$ cat config.mk
export PLATFORM = sky130hd
export DESIGN_NAME = multicycle_add_sub
export DESIGN_NICKNAME = d
export VERILOG_FILES = /design/src/rtl/multicycle_add_sub_pkg.sv /design/src/rtl/multicycle_add_sub_rc_add_slice.sv /design/src/rtl/multicycle_add_sub.sv
export SDC_FILE = /design/constraint.sdc
export NUM_CORES = 1
export LEC_CHECK = 0
export BUFFER_PORTS_ARGS = -buffer_cell sky130_fd_sc_hd__buf_2
export CAP_MARGIN = 0
export CORE_MARGIN = 4
export CORE_UTILIZATION = 60
export CTS_CLUSTER_SIZE = 40
export DETAILED_ROUTE_END_ITERATION = 6
export PLACE_DENSITY = 0.94
export REMOVE_ABC_BUFFERS = 1
export SETUP_SLACK_MARGIN = 0.05
export SYNTH_ARGS = -nofsm -noshare
export SYNTH_HDL_FRONTEND = slang
export SYNTH_HIERARCHICAL = 1
export SYNTH_SLANG_ARGS = --single-unit
$ cat constraint.sdc
create_clock -name i_clk -period 10.3 [get_ports i_clk]
set_input_delay 2.06 -clock i_clk [delete_from_list [all_inputs] [get_ports i_clk]]
set_output_delay 2.06 -clock i_clk [all_outputs]
set_load 0.03 [all_outputs]
$ cat src/rtl/multicycle_add_sub_pkg.sv
// Shared definitions for the multi-cycle adder/subtractor: FSM encodings,
// default widths and the result-flag bundle.
package multicycle_add_sub_pkg;

  localparam int DEF_DATA_W  = 32;
  localparam int DEF_CHUNK_W = 8;

  localparam logic [1:0] ST_IDLE = 2'b00;
  localparam logic [1:0] ST_RUN  = 2'b01;
  localparam logic [1:0] ST_DONE = 2'b10;

  typedef struct packed {
    logic co;
    logic ovf;
    logic zero;
  } flags_t;

  // One extra bit keeps the chunk counter non-zero width when NUM_CHUNKS == 1.
  function automatic int cnt_width(input int num_chunks);
    return $clog2(num_chunks) + 1;
  endfunction

endpackage

$ cat src/rtl/multicycle_add_sub_rc_add_slice.sv
// W-bit ripple-carry slice built from a chain of 1-bit full-adder cells.
// Also exposes the carry into the top bit for signed-overflow detection.
module fa_cell (
  input  logic i_a,
  input  logic i_b,
  input  logic i_ci,
  output logic o_s,
  output logic o_co
);

  assign o_s  = i_a ^ i_b ^ i_ci;
  assign o_co = (i_a & i_b) | (i_ci & (i_a ^ i_b));

endmodule

module rc_add_slice #(
  parameter int W = 8
) (
  input  logic [W-1:0] i_a,
  input  logic [W-1:0] i_b,
  input  logic         i_ci,
  output logic [W-1:0] o_s,
  output logic         o_co,
  output logic         o_c_msb
);

  logic [W:0] w_c;

  assign w_c[0] = i_ci;

  for (genvar gi = 0; gi < W; gi++) begin : g_fa
    fa_cell u_fa (
      .i_a  (i_a[gi]),
      .i_b  (i_b[gi]),
      .i_ci (w_c[gi]),
      .o_s  (o_s[gi]),
      .o_co (w_c[gi+1])
    );
  end

  assign o_co    = w_c[W];
  assign o_c_msb = w_c[W-1];

endmodule

$ cat src/rtl/multicycle_add_sub.sv
// Multi-cycle adder/subtractor resolving CHUNK_W bits per clock behind a
// start/done handshake; result and flags are only updated on completion.
//
// state   | meaning
// IDLE    | waiting for i_start
// RUN     | one chunk resolved per cycle, o_busy high
// DONE    | one-cycle o_done pulse; i_start accepted back-to-back
module multicycle_add_sub
  import multicycle_add_sub_pkg::*;
#(
  parameter int DATA_W  = DEF_DATA_W,
  parameter int CHUNK_W = DEF_CHUNK_W
) (
  input  logic              i_clk,
  input  logic              i_rst_n,
  input  logic              i_start,
  input  logic              i_sub,
  input  logic [DATA_W-1:0] i_a,
  input  logic [DATA_W-1:0] i_b,
  output logic              o_busy,
  output logic              o_done,
  output logic [DATA_W-1:0] o_r,
  output logic              o_co,
  output logic              o_ovf,
  output logic              o_zero
);

  localparam int NUM_CHUNKS = DATA_W / CHUNK_W;
  localparam int CNT_W      = cnt_width(NUM_CHUNKS);
  localparam logic [CNT_W-1:0] LAST_CNT = CNT_W'(NUM_CHUNKS - 1);

  logic [1:0]         r_state;
  logic [DATA_W-1:0]  r_a_sh;
  logic [DATA_W-1:0]  r_b_sh;
  logic               r_cy;
  logic [CNT_W-1:0]   r_cnt;
  logic [DATA_W-1:0]  r_acc;
  logic [DATA_W-1:0]  r_r;
  flags_t             r_flags;

  logic [CHUNK_W-1:0] w_sum;
  logic               w_slice_co;
  logic               w_slice_cmsb;
  logic [DATA_W-1:0]  w_acc_nxt;
  logic               w_last;

  rc_add_slice #(.W(CHUNK_W)) u_slice (
    .i_a     (r_a_sh[CHUNK_W-1:0]),
    .i_b     (r_b_sh[CHUNK_W-1:0]),
    .i_ci    (r_cy),
    .o_s     (w_sum),
    .o_co    (w_slice_co),
    .o_c_msb (w_slice_cmsb)
  );

  // New chunk enters at the MSB end; after NUM_CHUNKS shifts the LSB chunk lands at bit 0.
  assign w_acc_nxt = DATA_W'({w_sum, r_acc} >> CHUNK_W);
  assign w_last    = (r_cnt == LAST_CNT);

  always_ff @(posedge i_clk or negedge i_rst_n) begin
    if (!i_rst_n) begin
      r_state <= ST_IDLE;
      r_a_sh  <= '0;
      r_b_sh  <= '0;
      r_cy    <= 1'b0;
      r_cnt   <= '0;
      r_acc   <= '0;
      r_r     <= '0;
      r_flags <= '{co: 1'b0, ovf: 1'b0, zero: 1'b1};
    end else begin
      case (r_state)
        ST_IDLE, ST_DONE: begin
          if (i_start) begin
            r_a_sh  <= i_a;
            r_b_sh  <= i_b ^ {DATA_W{i_sub}};
            r_cy    <= i_sub;
            r_cnt   <= '0;
            r_state <= ST_RUN;
          end else begin
            r_state <= ST_IDLE;
          end
        end
        ST_RUN: begin
          r_a_sh <= r_a_sh >> CHUNK_W;
          r_b_sh <= r_b_sh >> CHUNK_W;
          r_acc  <= w_acc_nxt;
          r_cy   <= w_slice_co;
          r_cnt  <= r_cnt + 1'b1;
          if (w_last) begin
            r_r          <= w_acc_nxt;
            r_flags.co   <= w_slice_co;
            r_flags.ovf  <= w_slice_cmsb ^ w_slice_co;
            r_flags.zero <= (w_acc_nxt == '0);
            r_state      <= ST_DONE;
          end
        end
        default: r_state <= ST_IDLE;
      endcase
    end
  end

  assign o_busy = (r_state == ST_RUN);
  assign o_done = (r_state == ST_DONE);
  assign o_r    = r_r;
  assign o_co   = r_flags.co;
  assign o_ovf  = r_flags.ovf;
  assign o_zero = r_flags.zero;

endmodule
# After elaboration in Yosys (flattened, before gate mapping)
# Cells that the tools add are included.
[totals]
regBits = 137
input_bits = 68
romBits = 0
out_inout_bits = 37
ram_bits = 0
latch_bits = 0
memories = 0
[classes]
mul = 0
reduce_logical = 6
shift = 0
add_sub_neg = 1
n_bitwise = 42
magnitude_cmp = 0
n_eq_ne = 5
mux = 11
div = 0
[op_table]
columns = ["cell", "n"]
rows = [
  ["one-hot mux 32 bit (2 select lines)", 2],
  ["2-to-1 mux 32 bit", 2],
  ["logical NOT 32 bit", 1],
  ["XOR 32 bit", 1],
  ["XOR 1 bit", 17],
  ["bitwise AND 1 bit", 16],
  ["bitwise OR 1 bit", 8],
  ["one-hot mux 3 bit (2 select lines)", 1],
  ["one-hot mux 2 bit (2 select lines)", 1],
  ["AND reduction 2 bit", 2],
  ["adder 3 x 1 -> 3 bit, second input constant", 1],
  ["== test 3 x 2 -> 1 bit, second input constant", 1],
  ["2-to-1 mux 3 bit", 1],
  ["== test 2 x 1 -> 1 bit, second input constant", 1],
  ["== test 2 bit, second input constant", 1],
  ["logical NOT 2 bit", 1],
  ["2-to-1 mux 1 bit", 2],
  ["2-to-1 mux 2 bit", 1],
  ["!= test 2 x 1 -> 1 bit, second input constant", 1],
  ["!= test 2 bit, second input constant", 1],
  ["one-hot mux 1 bit (2 select lines)", 1],
  ["nonzero test 2 bit", 1],
  ["OR reduction 2 bit", 1],
]

# Longest topological paths before layout
[logic_depth]
word_depth = 18
mapped_depth = 11

# Hierarchy
# Netlist, hierarchy kept.
[by_module_without_submodules]
columns = ["module", "seq_area_each_um2", "area_each_um2", "cells_per_inst", "n_inst"]
rows = [
  ["multicycle_add_sub", 3229.3, 5522.8, 473, 1],
  ["fa_cell", 0.0, 20.0, 1, 8],
]

# Worst setup path before layout
# Ideal clock, no wire load.
[synth_timing]
kind = "register to register"
start = "register r_a_sh[0]"
end = "register r_flags, in the netlist o_zero"
t_arrival_ns = 4.143
path_buffers = 0
setup_time_ns = 0.091
stages_incl_launch_ff = 12
setup_slack_ns = 6.067
period_less_slack_ns = 4.233
path_cell_list = "dfrtp_1 -> fa_1 -> fa_1 -> fa_1 -> fa_1 -> fa_1 -> fa_1 -> fa_1 -> fa_1 -> nor4_1 -> nand4_1 -> o31ai_1"
[synth_between]
elab_chain_cells = 17
[synth_lines]
columns = ["element", "line_no", "source"]
rows = [
  ["start, declared", "multicycle_add_sub.sv:33", "logic [DATA_W-1:0] r_a_sh;"],
  ["start signal, assigned", "multicycle_add_sub.sv:74", "r_a_sh <= i_a;"],
  ["start signal, assigned", "multicycle_add_sub.sv:84", "r_a_sh <= r_a_sh >> CHUNK_W;"],
  ["XOR 1 bit", "multicycle_add_sub_rc_add_slice.sv:12", "assign o_co = (i_a & i_b) | (i_ci & (i_a ^ i_b));"],
  ["bitwise AND 1 bit", "multicycle_add_sub_rc_add_slice.sv:12", ""],
  ["bitwise OR 1 bit *", "multicycle_add_sub_rc_add_slice.sv:12", ""],
  ["named net u_slice.w_c[1]", "multicycle_add_sub_rc_add_slice.sv:27", "logic [W:0] w_c;"],
  ["bitwise AND 1 bit *", "multicycle_add_sub_rc_add_slice.sv:12", ""],
  ["bitwise OR 1 bit *", "multicycle_add_sub_rc_add_slice.sv:12", ""],
  ["named net u_slice.w_c[2]", "multicycle_add_sub_rc_add_slice.sv:27", ""],
  ["bitwise AND 1 bit *", "multicycle_add_sub_rc_add_slice.sv:12", ""],
  ["(+1 left out)", "--", ""],
  ["named net u_slice.w_c[3]", "multicycle_add_sub_rc_add_slice.sv:27", ""],
  ["(+2 left out)", "--", ""],
  ["named net u_slice.w_c[4]", "multicycle_add_sub_rc_add_slice.sv:27", ""],
  ["(+2 left out)", "--", ""],
  ["named net u_slice.w_c[5]", "multicycle_add_sub_rc_add_slice.sv:27", ""],
  ["(+1 left out)", "--", ""],
  ["bitwise OR 1 bit *", "multicycle_add_sub_rc_add_slice.sv:12", ""],
  ["named net u_slice.w_c[6]", "multicycle_add_sub_rc_add_slice.sv:27", ""],
  ["bitwise AND 1 bit *", "multicycle_add_sub_rc_add_slice.sv:12", ""],
  ["bitwise OR 1 bit *", "multicycle_add_sub_rc_add_slice.sv:12", ""],
  ["named net w_slice_cmsb", "multicycle_add_sub.sv:43", "logic w_slice_cmsb;"],
  ["XOR 1 bit *", "multicycle_add_sub_rc_add_slice.sv:11", "assign o_s = i_a ^ i_b ^ i_ci;"],
  ["named net w_sum[7]", "multicycle_add_sub.sv:41", "logic [CHUNK_W-1:0] w_sum;"],
  ["logical NOT 32 bit *", "multicycle_add_sub.sv:93", "r_flags.zero <= (w_acc_nxt == '0);"],
  ["end signal, assigned", "multicycle_add_sub.sv:69", "r_flags <= '{co: 1'b0, ovf: 1'b0, zero: 1'b1};"],
  ["end, declared", "multicycle_add_sub.sv:39", "flags_t r_flags;"],
]
# Mark *: on every way through the listed nets, which the timed path passes. The rest lies on a longest branch.
# A chain may end at the register's enable or synchronous reset.

# Worst setup path after layout
[layout_timing]
start = "register r_state[0]"
end = "output port o_busy"
[layout_between]
elab_chain_cells = 1
[layout_lines]
columns = ["element", "line_no", "source"]
rows = [
  ["start, declared", "multicycle_add_sub.sv:32", "logic [1:0] r_state;"],
  ["start signal, assigned", "multicycle_add_sub.sv:62", "r_state <= ST_IDLE;"],
  ["start signal, assigned", "multicycle_add_sub.sv:78", "r_state <= ST_RUN;"],
  ["start signal, assigned", "multicycle_add_sub.sv:80", "r_state <= ST_IDLE;"],
  ["== test 2 x 1 -> 1 bit", "multicycle_add_sub.sv:102", "assign o_busy = (r_state == ST_RUN);"],
  ["end, declared", "multicycle_add_sub.sv:20", "output logic o_busy,"],
]
# Every way passes these cells.

==> key figures <==
Status
  • Status: complete, no violations

Global route
  • First-pass GRT wire length: 21.5 mm
  • Largest net degree at the start of global routing: 77
  • Number of global-route vias before repair: 4210
  • GRT Resource Usage Total: 0.247
  • Remaining Overflow, GRT: 0
  • Antenna violations before repair: 0

Worst setup path
  • Crit-path cells: nand2b_2, inv_4, buf_2
  • FF-to-FF path depth: 11
  • Setup crit end kind: output pin
  • CP max stage cell: inv_4
  • Setup crit start kind: flip-flop
  • Max FO, Critical Path: 76
  • Req. time, crit path: 8.24 ns
  • Critical path data arrival time: 2.83 ns
  • Largest stage delay, worst path: 0.86 ns
  • CP Class: reg -> out

Clock network
  • TritonCTS clock tree: done
  • Longest Clk Path Bufs: 2
  • CTS buffer count: 17
  • # clock sinks: 129
  • Root buffer cell: clkbuf_8
  • Clk_lat worst skew: 0.52 ns
  • CTS clock-pin slew for the worst setup and hold paths: 0.05 ns
  • CTS resizes: 0
  • Post-CTS Setup Inserts: 0
  • CTS hold repair buffers: 0
  • H-tree levels: 4

Placed design
  • GP Congestion: 0.823
  • DPL Wire Length: 7.94 mm
  • Count of input and output buffers: 104

Final layout
  • Most common cell after layout, fill and taps aside: dfrtp_1
  • Fill cells: 602
  • Commonest non-fill, non-tap cells in the layout: dfrtp_1, buf_2, nand2_1, nand3_1
  • Share of cells above drive strength 1: 0.288
  • Layout area overhead: 18.3%
  • N_diodes: 0
  • Fin nets: 647
  • Register area: 3230 sq um
  • Multi-input logic area: 2200 sq um

Routing
  • WL per Instance: 18.6 um
  • First DRT Iteration DRCs: 306
  • Post-Route WL: 13.2 mm
  • First drt pass iteration count: 6
  • Post-route DRC: 0
  • Routed vias: 4146
  • ANT nets after route: 0
  • Vias per cell: 5.85

Timing
  • Final setup violation count: 0
  • Worst slew pin tran: 1.08 ns
  • Final Hold Fails: 0
  • Worst Clk Skew: 0.00610 ns
  • Max Slew Vio Count: 0
  • RSZ-0062 raised after global routing: false
  • Setup TNS: 0 ns
  • Period minus WS final: 4.89 ns
  • Peak Freq: 205 MHz
  • Period utilization: 0.475
  • Max-slew headroom: 0.279

Yosys
  • Cells after Synth: 481
  • Top cell type by total area after synthesis: dfrtp_1
  • Post-synth cell types: 30
  • Ys async rst share: 1.00
  • Number of synthesized flops with an enable pin: 0
  • Mean Syn Cell Area: 11.8 sq um
  • Yosys warns: 6
  • Synth area leaders: dfrtp_1, nand2_1, a221o_1, xnor2_1, mux2_2
  • Mapped Area: 5680 sq um
  • #FFs+latches synth: 129
  • Dominant synthesized flop cell: dfrtp_1
  • Top cell type's share of synthesized area: 0.564
  • Register area share after synthesis: 0.568

Min path
  • Hold Path Stages: 2
  • Min-delay worst type: reg -> reg

Flow run
  • Max-cap viol count: 0

Floorplanning
  • # IOs: 105
  • Die Ht: 105 um
  • Die extent in x: 105 um
  • Die ar.: 11100 sq um
  • # rows: 35
  • Core Region: 9240 sq um
  • Starting density of the core: 0.615

Power and ir drop
  • IR drop worst, VDD: 189 uV
  • LEAKAGE: 0.00338 uW
  • Total chip power: 2420 uW
  • Pwr dens: 360 nW/um^2
-- final cells by class --
class                   count  area share
clock buffers              26      0.0755
clock inverters             4      0.0108
flip-flops and latches    129       0.480
repair buffers            106      0.0800
multi-input cells         312       0.327
well taps                 129      0.0240
inverters                   3     0.00205
-- state kept, by name, indices dropped and copies added (netlist names) --
name / flops
r_state: 2
o_r: 32
o_co: 1
r_cnt: 3
o_zero: 1
o_ovf: 1
r_cy: 1
r_a_sh: 32
r_b_sh: 32
r_acc: 24
-- path summary, 6_finish.rpt --
path                                  from         end  slack [ns]
worst max-delay path            r_state[0]      o_busy        5.41
worst min-delay path                o_zero      o_zero        0.48
worst max register to register   r_a_sh[0]      o_zero        5.70
worst min register to register      o_zero      o_zero        0.48
max in group asynchronous          i_rst_n  r_a_sh[26]        7.36
min in group asynchronous          i_rst_n     o_r[10]        1.63
-- report_power, final --
| part | switching [uW] | internal [uW] |
|---|---|---|
| clock | 202 | 380 |
| combinational | 572 | 356 |
| sequential | 176 | 734 |
| total | 950 | 1470 |
-- metrics by stage --
| step | hold WS (ns) | instance area (sq um) | utilization | std cells | setup WS, ns |
|---|---|---|---|---|---|
| detailed placement | 0.471 | 6140 | 0.665 | 679 | 5.85 |
| finish | 0.484 | 6730 | 0.728 | 709 | 5.41 |
| global route | 0.514 | 6730 | 0.728 | 709 | 5.24 |
| CTS | 0.487 | 6730 | 0.728 | 709 | 5.43 |
| global placement | 0.465 | 6140 | 0.665 | 679 | 5.95 |
| floorplan | 0.456 | 5430 | - | 444 | 5.84 |
-- Yosys cell counts, types with 10 or more instances --
| library cell | instances |
|---|---|
| a221o_1 | 24 |
| mux2_4 | 10 |
| buf_2 | 11 |
| buf_6 | 10 |
| clkbuf_1 | 10 |
| a22o_1 | 17 |
| a22oi_1 | 25 |
| mux2_2 | 18 |
| nand3_1 | 26 |
| xnor2_1 | 25 |
| dfrtp_1 | 128 |
| nor2_1 | 24 |
| nand2_1 | 99 |
-- metal layers --
| metal | up-vias | global-route usage | routed length, um |
|---|---|---|---|
| met2 | 200 | 0.418 | 6790 |
| met4 | 0 | 0.0815 | 274 |
| met5 | - | 0 | 0 |
| met1 | 2059 | 0.314 | 5230 |
| li1 | 1852 | - | - |
| met3 | 35 | 0.0594 | 860 |
-- cell families (layout without fill, tap and decap cells) --
logic type,Yosys count,count (layout),synth area share
and+or+nand+nor,165,165,0.123
xor gates and xnor gates,33,33,0.0509
buffers and inverters,40,139,0.0465
AOI/OAI and AO/OA,71,71,0.107
DFF,129,129,0.568
adders and majority gates,10,10,0.0326
muxes,33,33,0.0720
-- worst max-delay path, delay by kind of cell, from the launching register on --
| family | cells | cell delay (ns) |
|---|---|---|
| buffers and inverters | 2 | 1.19 |
| AND/OR/NAND/NOR | 1 | 0.62 |
| flip-flops | 1 | 0.46 |
No activity file was read; power rests on OpenSTA's default activity.
